--- config.mk ---
export PLATFORM = sky130hd
export DESIGN_NAME = game_sequencer
export DESIGN_NICKNAME = d
export VERILOG_FILES = /design/src/rtl/game_sequencer.sv
export SDC_FILE = /design/constraint.sdc
export NUM_CORES = 1
export LEC_CHECK = 0
export ABC_AREA = 1
export CORE_MARGIN = 2
export CORE_UTILIZATION = 56
export CTS_BUF_LIST = sky130_fd_sc_hd__clkbuf_8
export CTS_CLUSTER_SIZE = 8
export DETAILED_ROUTE_END_ITERATION = 12
export GPL_TIMING_DRIVEN = 0
export HOLD_SLACK_MARGIN = 0.05
export PLACE_DENSITY = 0.88
export SLEW_MARGIN = 5
export SYNTH_ARGS = -nofsm -noshare
export SYNTH_HDL_FRONTEND = slang
export SYNTH_SLANG_ARGS = --single-unit
--- constraint.sdc ---
create_clock -name clk -period 3.6 [get_ports clk]
set_input_delay 0.54 -clock clk [delete_from_list [all_inputs] [get_ports clk]]
set_output_delay 0.54 -clock clk [all_outputs]
set_load 0.02 [all_outputs]
--- src/rtl/game_sequencer.sv ---
// game_sequencer: frame/round sequencer running NUM_LAYERS one-hot draw handshakes, a round count and lives.
// Optional GAME_SEQ_PAUSE_EN adds pause/paused, which freeze the ANIM state.
module game_sequencer #(
  parameter int NUM_LAYERS = 4,
  parameter int LIVES      = 3,
  parameter int ROUND_W    = 8,
  parameter int LIVES_W    = $clog2(LIVES + 1)
) (
  input  logic                  clk,
  input  logic                  resetn,
  input  logic                  start,
`ifdef GAME_SEQ_PAUSE_EN
  input  logic                  pause,
  output logic                  paused,
`endif
  output logic                  ld_clear,
  input  logic                  clear_done,
  output logic [NUM_LAYERS-1:0] layer_start,
  input  logic [NUM_LAYERS-1:0] layer_done,
  output logic                  ld_coord,
  output logic                  ld_plot,
  input  logic                  anim_done,
  input  logic                  miss,
  output logic [ROUND_W-1:0]    round,
  output logic [LIVES_W-1:0]    lives_left,
  output logic                  ld_gameover,
  output logic                  busy,
  output logic [2:0]            state_dbg
);
  localparam int IW = NUM_LAYERS > 1 ? $clog2(NUM_LAYERS) : 1;
  localparam logic [IW-1:0] LAST = IW'(NUM_LAYERS - 1);
  typedef enum logic [2:0] {IDLE = 3'd0, CLEAR = 3'd1, LAYER = 3'd2, COORD = 3'd3, ANIM = 3'd4, GAMEOVER = 3'd5} state_t;
  state_t               state_q, state_d;
  logic [IW-1:0]        idx_q, idx_d;
  logic [ROUND_W-1:0]   round_q, round_d;
  logic [LIVES_W-1:0]   lives_q, lives_d;
  logic                 hold, issue;
`ifdef GAME_SEQ_PAUSE_EN
  logic                 paused_q;
  assign hold   = pause;
  assign paused = paused_q;
`else
  assign hold = 1'b0;
`endif
  always_comb begin
    state_d = state_q;
    idx_d   = idx_q;
    round_d = round_q;
    lives_d = lives_q;
    case (state_q)
      IDLE, GAMEOVER: if (start) begin
        state_d = CLEAR;
        round_d = '0;
        lives_d = LIVES_W'(LIVES);
      end
      CLEAR: if (clear_done) begin
        state_d = LAYER;
        idx_d   = '0;
      end
      LAYER: if (layer_done[idx_q]) begin
        state_d = idx_q == LAST ? COORD : LAYER;
        idx_d   = idx_q == LAST ? idx_q : idx_q + 1'b1;
      end
      COORD: state_d = ANIM;
      ANIM: if (!hold && (miss || anim_done)) begin
        // miss has priority over a simultaneous hit
        state_d = miss && lives_q == LIVES_W'(1) ? GAMEOVER : LAYER;
        idx_d   = '0;
        lives_d = miss ? lives_q - 1'b1 : lives_q;
        round_d = !miss && !(&round_q) ? round_q + 1'b1 : round_q;
      end
      default: state_d = IDLE;
    endcase
  end
  // a pulse is due on entry to LAYER and whenever a non-final pass is accepted
  assign issue = state_d == LAYER && (state_q != LAYER || layer_done[idx_q]);
  always_ff @(posedge clk or negedge resetn) begin
    if (!resetn) begin
      state_q     <= IDLE;
      idx_q       <= '0;
      round_q     <= '0;
      lives_q     <= LIVES_W'(LIVES);
      ld_clear    <= 1'b0;
      layer_start <= '0;
      ld_coord    <= 1'b0;
      ld_plot     <= 1'b0;
      ld_gameover <= 1'b0;
      busy        <= 1'b0;
`ifdef GAME_SEQ_PAUSE_EN
      paused_q    <= 1'b0;
`endif
    end else begin
      state_q     <= state_d;
      idx_q       <= idx_d;
      round_q     <= round_d;
      lives_q     <= lives_d;
      ld_clear    <= state_d == CLEAR;
      layer_start <= issue ? NUM_LAYERS'(1) << idx_d : '0;
      ld_coord    <= state_d == COORD;
      ld_plot     <= state_d == ANIM && !hold;
      ld_gameover <= state_d == GAMEOVER;
      busy        <= state_d != IDLE && state_d != GAMEOVER;
`ifdef GAME_SEQ_PAUSE_EN
      paused_q    <= state_d == ANIM && hold;
`endif
    end
  end
  assign round      = round_q;
  assign lives_left = lives_q;
  assign state_dbg  = state_q;
endmodule
## Word-level counts from Yosys, hierarchy flattened

Index checks and enable logic that the tools add are counted.

| cells by class | value |
|---|---|
| $lt $le $gt $ge | 1 |
| $add $sub $neg | 3 |
| equal/unequal tests | 18 |
| muxes and demuxes | 23 |
| shift operators | 1 |
| reduce and logical (&&, ||, !) cells | 15 |

Operators with widths:

| cell | count |
|---|---|
| $mux W8 | 3 |
| $pmux W8 S2 | 1 |
| $mux W3 | 5 |
| $pmux W3 S5 | 1 |
| $mux W2 | 7 |
| $eq A3 B2 Y1 const B | 4 |
| $eq A3 B3 Y1 const B | 4 |
| $add A8 B1 Y8 const B | 1 |
| $ne A2 B2 Y1 const B | 4 |
| $reduce_and A4 Y1 | 2 |
| $reduce_and A8 Y1 | 1 |
| $eq A3 B1 Y1 const B | 2 |
| $pmux W2 S3 | 1 |
| $logic_and A1 B1 Y1 | 4 |
| $mux W4 | 1 |
| $pmux W2 S2 | 1 |
| $shl A1 B2 Y4 const A | 1 |
| $logic_not A3 Y1 | 1 |
| $lt A2 B3 Y1 const B | 1 |
| $ne A3 B2 Y1 const B | 1 |
| $ne A3 B3 Y1 const B | 1 |
| $reduce_bool A3 Y1 | 1 |
| $add A2 B1 Y2 const B | 1 |
| $bmux W1 S2 | 1 |
| 8 further kinds | 11 |

| word-level totals | value |
|---|---|
| output and inout port bits | 22 |
| bits in registers | 24 |

## Depth between registers and ports, before layout

Gate-level depths: netlist of the first run.

| logic depth | value |
|---|---|
| depth in word-level cells | 8 |
| gate-level depth with buffers | 10 |
| mapped depth without buffers | 10 |

## Worst setup path after synthesis of the first run

OpenSTA, ideal clock, no wires.

| timing | value |
|---|---|
| path type | register to register |
| from | register lives_q[1] (netlist: lives_left[1]) |
| to | register ld_clear |
| arrival | 1.319 ns |
| cell stages (with the launch flop) | 11 |
| period minus slack after synthesis | 1.445 ns |
| path slack | 2.155 ns |
| cell sequence | dfstp_2 > inv_1 > ha_1 > nand2_1 > nand2_1 > nand3_1 > nand2_1 > nor2_4 > inv_2 > nand2_1 > nor2_1 |

| on the way | value |
|---|---|
| word-level cells in the longest chain between the ends | 6 |

Ends and longest elaborated chain:

| item | line | RTL |
|---|---|---|
| start: declaration | 36 | `logic [LIVES_W-1:0] lives_q, lives_d;` |
| start signal: assignment | 82 | `lives_q <= LIVES_W'(LIVES);` |
| start signal: assignment | 96 | `lives_q <= lives_d;` |
| $eq A2 B1 Y1 | 67 | `state_d = miss && lives_q == LIVES_W'(1) ? GAMEOVER : LAYER;` |
| $logic_and A1 B1 Y1 | 67 |  |
| $mux W3 | 67 |  |
| $mux W3 | 65 | `ANIM: if (!hold && (miss \|\| anim_done)) begin` |
| $pmux W3 S5 | 50 | `case (state_q)` |
| net state_d[0] | 33 | `state_t state_q, state_d;` |
| $eq A3 B1 Y1 | 97 | `ld_clear <= state_d == CLEAR;` |
| end signal: assignment | 83 | `ld_clear <= 1'b0;` |
| end signal: assignment | 97 |  |
| end: declaration | 16 | `output logic ld_clear,` |

The timed path passes the listed nets, and every way through them passes these cells.
A chain may end at the register's enable or synchronous reset.

## Worst setup path after layout of the first run

| timing | value |
|---|---|
| from | register state_q[1] (netlist: state_dbg[1]) |
| to | output port state_dbg[1] |

RTL lines:

| item | line | RTL |
|---|---|---|
| start: declaration | 33 |  |
| start signal: assignment | 93 | `state_q <= state_d;` |
| end: declaration | 28 | `output logic [2:0] state_dbg` |

No word-level cell between the ends.

==> flow_metrics.env, run 1 <==
export IMPL_crit_type="reg -> out"
export IMPL_dieArea_um2=2940
export IMPL_status="finished, final reports clean"
export IMPL_grt_start_max_net_pins=25
export IMPL_dr_first_iter_drc_count=21
export IMPL_clock_sink_count=24
export IMPL_syn_area_per_cell_um2=7.39
export IMPL_drt_pass1_iterations=4
export IMPL_syn_inst=191
export IMPL_powerDensity_nw_per_um2=755
export IMPL_tns_ns=0
export IMPL_r2r_start="lives_left[1]"
export IMPL_critical_path_max_fanout=7
export IMPL_io_buffers=31
export IMPL_dp_hpwl_um=2390
export IMPL_hold_end="lives_left[1]"
export IMPL_rr_endpoint="ld_clear"
export IMPL_syn_cell_area_um2=1410
export IMPL_total_power_mw=1.38
export IMPL_ir_drop_mv=0.567
export IMPL_cts_root_buf="clkbuf_8"
export IMPL_die_h_um=54.2
export IMPL_holdWs_ns=0.472
export IMPL_synth_yosys_seq_area_share_pct=42.7
export IMPL_insertion_delay_ns=0.27
export IMPL_synth_cell_types=23
export IMPL_path_clk_slew_ns=0.08
export IMPL_final_common_cell="nand2_1"
export IMPL_final_hold_viol_count=0
export IMPL_setup_violations=0
export IMPL_period_needed_ns=2.06
export IMPL_grt_pass1_wl_um=5640
export IMPL_cts_max_level=1
export IMPL_die_x_um=54.2
export IMPL_yosys_warnings=0
export IMPL_worst_pin_slew_ns=1.08
export IMPL_r2r_cells=10
export IMPL_hold_class="reg -> reg"
export IMPL_critPathSlowestCell="clkdlybuf4s50_1"
export IMPL_synth_nets=203
export IMPL_worstSetupStartpointType="register"
export IMPL_whs_path_depth=2
export IMPL_slew_viol_final=0
export IMPL_fin_crit_sh_pct=57.1
export IMPL_cts_tree="built"
export IMPL_overflow=0
export IMPL_start_util_pct=58.0
export IMPL_post_route_drc_count=0
export IMPL_rows=18
export IMPL_maxClockFrequency_mhz=486
export IMPL_cp_arrival_ns=1.52
export IMPL_power_leakage_nw=0.942
export IMPL_cts_hold_buf=0
export IMPL_ctsResizeCount=0
export IMPL_required_ns=3.06
export IMPL_gr_usage_all_layers_pct=26.4
export IMPL_wirelength_um=3220
export IMPL_first_global_vias=1384
export IMPL_reg2reg_slack_ns=2.04
export IMPL_final_cell_mix="71 x nand2_1, 31 x clkdlybuf4s50_1, 22 x dfrtp_1"
export IMPL_crit_family="buffers and inverters"
export IMPL_drv_cap=0
export IMPL_cp_cell_sequence="clkdlybuf4s50_1"
export IMPL_ant_nets=0
export IMPL_cts_made_buffers=3
export IMPL_antennaDiodeCount=0
export IMPL_antenna_found_initial=0
export IMPL_finClkSkew_ns=0.00647
export IMPL_routabilityCongestion=0.883
export IMPL_cp_slowest_stage_delay_ns=0.69
export IMPL_floorplan_core_area_um2=2430
export IMPL_vias=1371
export IMPL_drive_gt1_share_pct=14.2
export IMPL_min_from="lives_left[1]"
export IMPL_final_nets=239
export IMPL_rsz0062_at_grt="false"
export IMPL_syn2layout_area_growth_pct=29.7
export IMPL_ioPinCount=32
export IMPL_slew_headroom_pct=28.0
export IMPL_clock_path_buffers=2
export IMPL_post_cts_buffers=0
export IMPL_cp_end_kind="output port"
export IMPL_path_buf_inv=1
export IMPL_routedWlPerCell_um=12.6
export IMPL_vias_per_cell=5.36
export IMPL_ys_ff_latch=24
## layer usage
metal	global-route usage, %	up-vias	wire (µm)
met4	12.1	0	94
met5	0	-	0
met1	29.8	642	1260
met2	48.0	46	1750
met3	4.17	19	118
li1	-	664	-
## how the worst max path moves through the flow
stage                  start      endpoint  slack, ns  cells after the start
3_5_place_dp            miss      ld_clear       1.61                      9
2_1_floorplan  lives_left[1]      ld_clear       2.16                     10
6_report        state_dbg[1]  state_dbg[1]       1.54                      1
4_1_cts         state_dbg[1]  state_dbg[1]       1.55                      1
5_1_grt         state_dbg[1]  state_dbg[1]       1.52                      1
3_3_place_gp            miss      ld_clear       1.70                     10
## cells in the mapped netlist
library cell,number,area [µm²]
a21oi_1,3,15.0
a21oi_2,1,8.76
buf_4,1,7.51
dfrtp_1,22,551
dfstp_2,2,52.6
ha_1,2,25.0
inv_1,17,63.8
inv_2,8,30.0
nand2_1,71,267
nand2_2,4,25.0
nand2_4,2,22.5
nand3_1,17,85.1
nand3_2,3,30.0
nand3_4,1,17.5
nand3b_1,1,7.51
nand4_1,5,31.3
nor2_1,20,75.1
nor2_4,3,33.8
nor3_1,1,5.00
o211ai_2,1,12.5
o21bai_1,1,7.51
or2_2,2,12.5
xor2_1,3,26.3
## worst min-delay path, cell delays in order, from the launching register on
cell and delay (ns):
dfstp_2 0.38, nand2_1 0.06, nand2_1 0.04
## where the power goes
group          internal (mW)  switching [mW]
registers              0.348          0.0766
logic                  0.272           0.450
clock network          0.149          0.0871
## registers in the layout (all words and copies together), names as in the netlist
name,cells
busy,1
idx_q,2
layer_start,4
ld_clear,1
ld_coord,1
ld_gameover,1
ld_plot,1
lives_left,2
round,8
state_dbg,3
## kinds of logic (layout without fill, tap and decap cells)
group	Yosys count	count (layout)	share of synthesized area [%]
AO/OA/AOI/OAI	6	6	3.10
XOR/XNOR	3	3	1.86
adder cells (fa/ha/maj)	2	2	1.77
buffers and inverters	26	61	7.18
flip-flops	24	24	42.7
AND/OR/NAND/NOR	130	130	43.4
## area by class of cell
class | count | area (µm²)
Multi-Input combinational cell | 141 | 707
Sequential cell | 24 | 603
Fill cell | 183 | 602
Timing Repair Buffer | 31 | 310
Inverter | 25 | 93.8
Clock buffer | 3 | 41.3
Tap cell | 30 | 37.5
Clock inverter | 1 | 30.0
Buffer | 1 | 7.51
## through the flow
stage          instances  instance area (µm²)  util [%]  setup slack, ns
2_1_floorplan        191                 1410         -             2.16
3_3_place_gp         252                 1760      72.3             1.70
3_5_place_dp         252                 1760      72.3             1.61
4_1_cts              256                 1830      75.3             1.55
5_1_grt              256                 1830      75.3             1.52
6_report             256                 1830      75.3             1.54
No activity file was read; power rests on OpenSTA's default activity.
==> run 2: changes to the inputs <==
--- a/config.mk
+++ b/config.mk
@@ -7,13 +7,13 @@
 export LEC_CHECK = 0
 export ABC_AREA = 1
 export CORE_MARGIN = 2
-export CORE_UTILIZATION = 56
+export CORE_UTILIZATION = 47
 export CTS_BUF_LIST = sky130_fd_sc_hd__clkbuf_8
 export CTS_CLUSTER_SIZE = 8
 export DETAILED_ROUTE_END_ITERATION = 12
 export GPL_TIMING_DRIVEN = 0
 export HOLD_SLACK_MARGIN = 0.05
-export PLACE_DENSITY = 0.88
+export PLACE_DENSITY = 0.78
 export SLEW_MARGIN = 5
 export SYNTH_ARGS = -nofsm -noshare
 export SYNTH_HDL_FRONTEND = slang
==> constraint.sdc (replaced) <==
create_clock -name clk -period 1.8 [get_ports clk]
set_input_delay 0.27 -clock clk [delete_from_list [all_inputs] [get_ports clk]]
set_output_delay 0.27 -clock clk [all_outputs]
set_load 0.02 [all_outputs]
==> run 2 against run 1 <==
Net effect:
- the run now ends with design-rule violations left
- wire length decreased by 10%
- first-iteration DRC count grew to 3.8 times the previous value
- utilization is 9.8 points lower
- hold slack improved by 0.0081 ns
- non-clock buffer count is the same
- global-route usage fell by 7.0 points
- combinational power rose by 95%
- via count decreased by 6.3%
- clock skew down 0.0041 ns
- register-to-register slack lost 1.7 ns
- sequential cell count stayed put
- die area increased by 18%
- largest power group unchanged
==> flow_metrics.env, run 2 (same netlist as run 1, synthesis figures left out) <==
export IMPL_fin_crit_sh_pct=95.0
export IMPL_antenna_found_initial=0
export IMPL_wl_met1_um=1270
export IMPL_cp_end_kind="output port"
export IMPL_drv_cap=0
export IMPL_path_clk_slew_ns=0.09
export IMPL_largest_reg_flops=8
export IMPL_final_hold_viol_count=0
export IMPL_io_buffers=31
export IMPL_die_h_um=58.8
export IMPL_final_common_cell="nand2_1"
export IMPL_routabilityCongestion=0.817
export IMPL_final_cell_mix="71 x nand2_1, 30 x clkdlybuf4s50_1, 21 x dfrtp_1"
export IMPL_hold_class="reg -> reg"
export IMPL_ant_nets=0
export IMPL_drive_gt1_share_pct=14.6
export IMPL_slew_headroom_pct=31.1
export IMPL_ioPinCount=32
export IMPL_cts_tree="built"
export IMPL_grt_start_max_net_pins=25
export IMPL_crit_type="reg -> out"
export IMPL_post_route_drc_count=2
export IMPL_dp_hpwl_um=2150
export IMPL_finClkSkew_ns=0.00236
export IMPL_dieArea_um2=3460
export IMPL_status="finished with violations"
export IMPL_clock_path_buffers=2
export IMPL_cp_slowest_stage_delay_ns=0.60
export IMPL_post_cts_buffers=0
export IMPL_gr_usage_all_layers_pct=19.4
export IMPL_critPathSlowestCell="clkdlybuf4s50_1"
export IMPL_vias_per_cell=5.00
export IMPL_maxClockFrequency_mhz=585
export IMPL_critical_path_max_fanout=4
export IMPL_syn2layout_area_growth_pct=30.1
export IMPL_clock_sink_count=24
export IMPL_grt_pass1_wl_um=5130
export IMPL_worst_pin_slew_ns=1.03
export IMPL_fillers=238
export IMPL_crit_family="buffers and inverters"
export IMPL_rsz0062_at_grt="false"
export IMPL_antennaDiodeCount=0
export IMPL_slew_viol_final=0
export IMPL_overflow=0
export IMPL_power_leakage_nw=0.952
export IMPL_wl_met2_um=1430
export IMPL_holdWs_ns=0.480
export IMPL_cp_cell_sequence="clkdlybuf4s50_1"
export IMPL_drt_pass1_iterations=8
export IMPL_cts_made_buffers=3
export IMPL_highest_layer="met4"
export IMPL_die_x_um=58.8
export IMPL_period_needed_ns=1.71
export IMPL_dr_first_iter_drc_count=80
export IMPL_worstSetupStartpointType="register"
export IMPL_wirelength_um=2890
export IMPL_tns_ns=0
export IMPL_wl_met3_um=153
export IMPL_cts_max_level=1
export IMPL_ir_drop_mv=1.04
export IMPL_rows=19
export IMPL_cts_root_buf="clkbuf_8"
export IMPL_required_ns=1.53
export IMPL_floorplan_core_area_um2=2810
export IMPL_routedWlPerCell_um=11.2
export IMPL_cp_arrival_ns=1.44
export IMPL_setup_violations=0
export IMPL_vias=1285
export IMPL_final_nets=239
export IMPL_first_global_vias=1168
export IMPL_violations="design-rule violations"
export IMPL_path_buf_inv=1
export IMPL_powerDensity_nw_per_um2=1490
export IMPL_insertion_delay_ns=0.27
export IMPL_start_util_pct=50.3
run 2: changes by cell type in the layout (fill, tap and decap cells not counted):
| cell | delta |
|---|---|
| clkdlybuf4s50_1 | -1 |
| dfrtp_2 | +1 |
| dlymetal6s2s_1 | +1 |
| dfrtp_1 | -1 |
run 2: final timing paths:
| check | start | end | slack [ns] | cells past startpoint |
|---|---|---|---|---|
| setup reg to reg | lives_left[1] | ld_clear | 0.30 | 10 |
| setup / recovery | lives_left[0] | lives_left[0] | 0.09 | 1 |
| min in group asynchronous | resetn | round[6] | 0.56 | 1 |
| hold / removal | lives_left[1] | lives_left[1] | 0.48 | 2 |
| max in group asynchronous | resetn | state_dbg[1] | 0.55 | 1 |
| hold reg to reg | lives_left[1] | lives_left[1] | 0.48 | 2 |
run 2: area by class of cell:
class                           count  area [µm²]  area share (%)
Multi-Input combinational cell    141         707            38.5
Sequential cell                    24         604            32.9
Timing Repair Buffer               31         313            17.0
Buffer                              1        7.51           0.409
Tap cell                           31        38.8            2.11
Inverter                           25        93.8            5.11
Clock inverter                      1        30.0            1.64
Clock buffer                        3        41.3            2.25
run 2: report_power, final:
part | switching, mW | leakage (nW) | internal [mW] | total (mW)
sequential | 0.146 | 0.317 | 0.699 | 0.845
combinational | 0.868 | 0.599 | 0.543 | 1.41
clock | 0.176 | 0.0357 | 0.297 | 0.474
total | 1.19 | 0.952 | 1.54 | 2.73
run 2: what timing repair did:
item | CTS | global route
hold endpoints to repair | 0 | 0
hold buffers | 0 | 0
endpoints found under the setup margin | 0 | 2
resized for setup | 0 | 2
run 2: per-layer routing:
metal,up-vias,GRT usage (%)
met3,5,4.18
met2,29,33.0
met1,586,25.2
met5,-,0
li1,665,-
met4,0,4.87
run 2: metrics by stage:
step	util [%]	total power, mW	setup slack, ns	instance area [µm²]	cells
after floorplan	-	1.81	0.355	1410	191
after global placement	62.8	2.25	0.163	1760	253
after detailed placement	62.8	2.27	0.157	1760	253
after CTS	65.3	2.76	0.0273	1830	257
after global routing	65.4	2.98	0.0501	1840	257
final	65.4	2.73	0.0904	1840	257
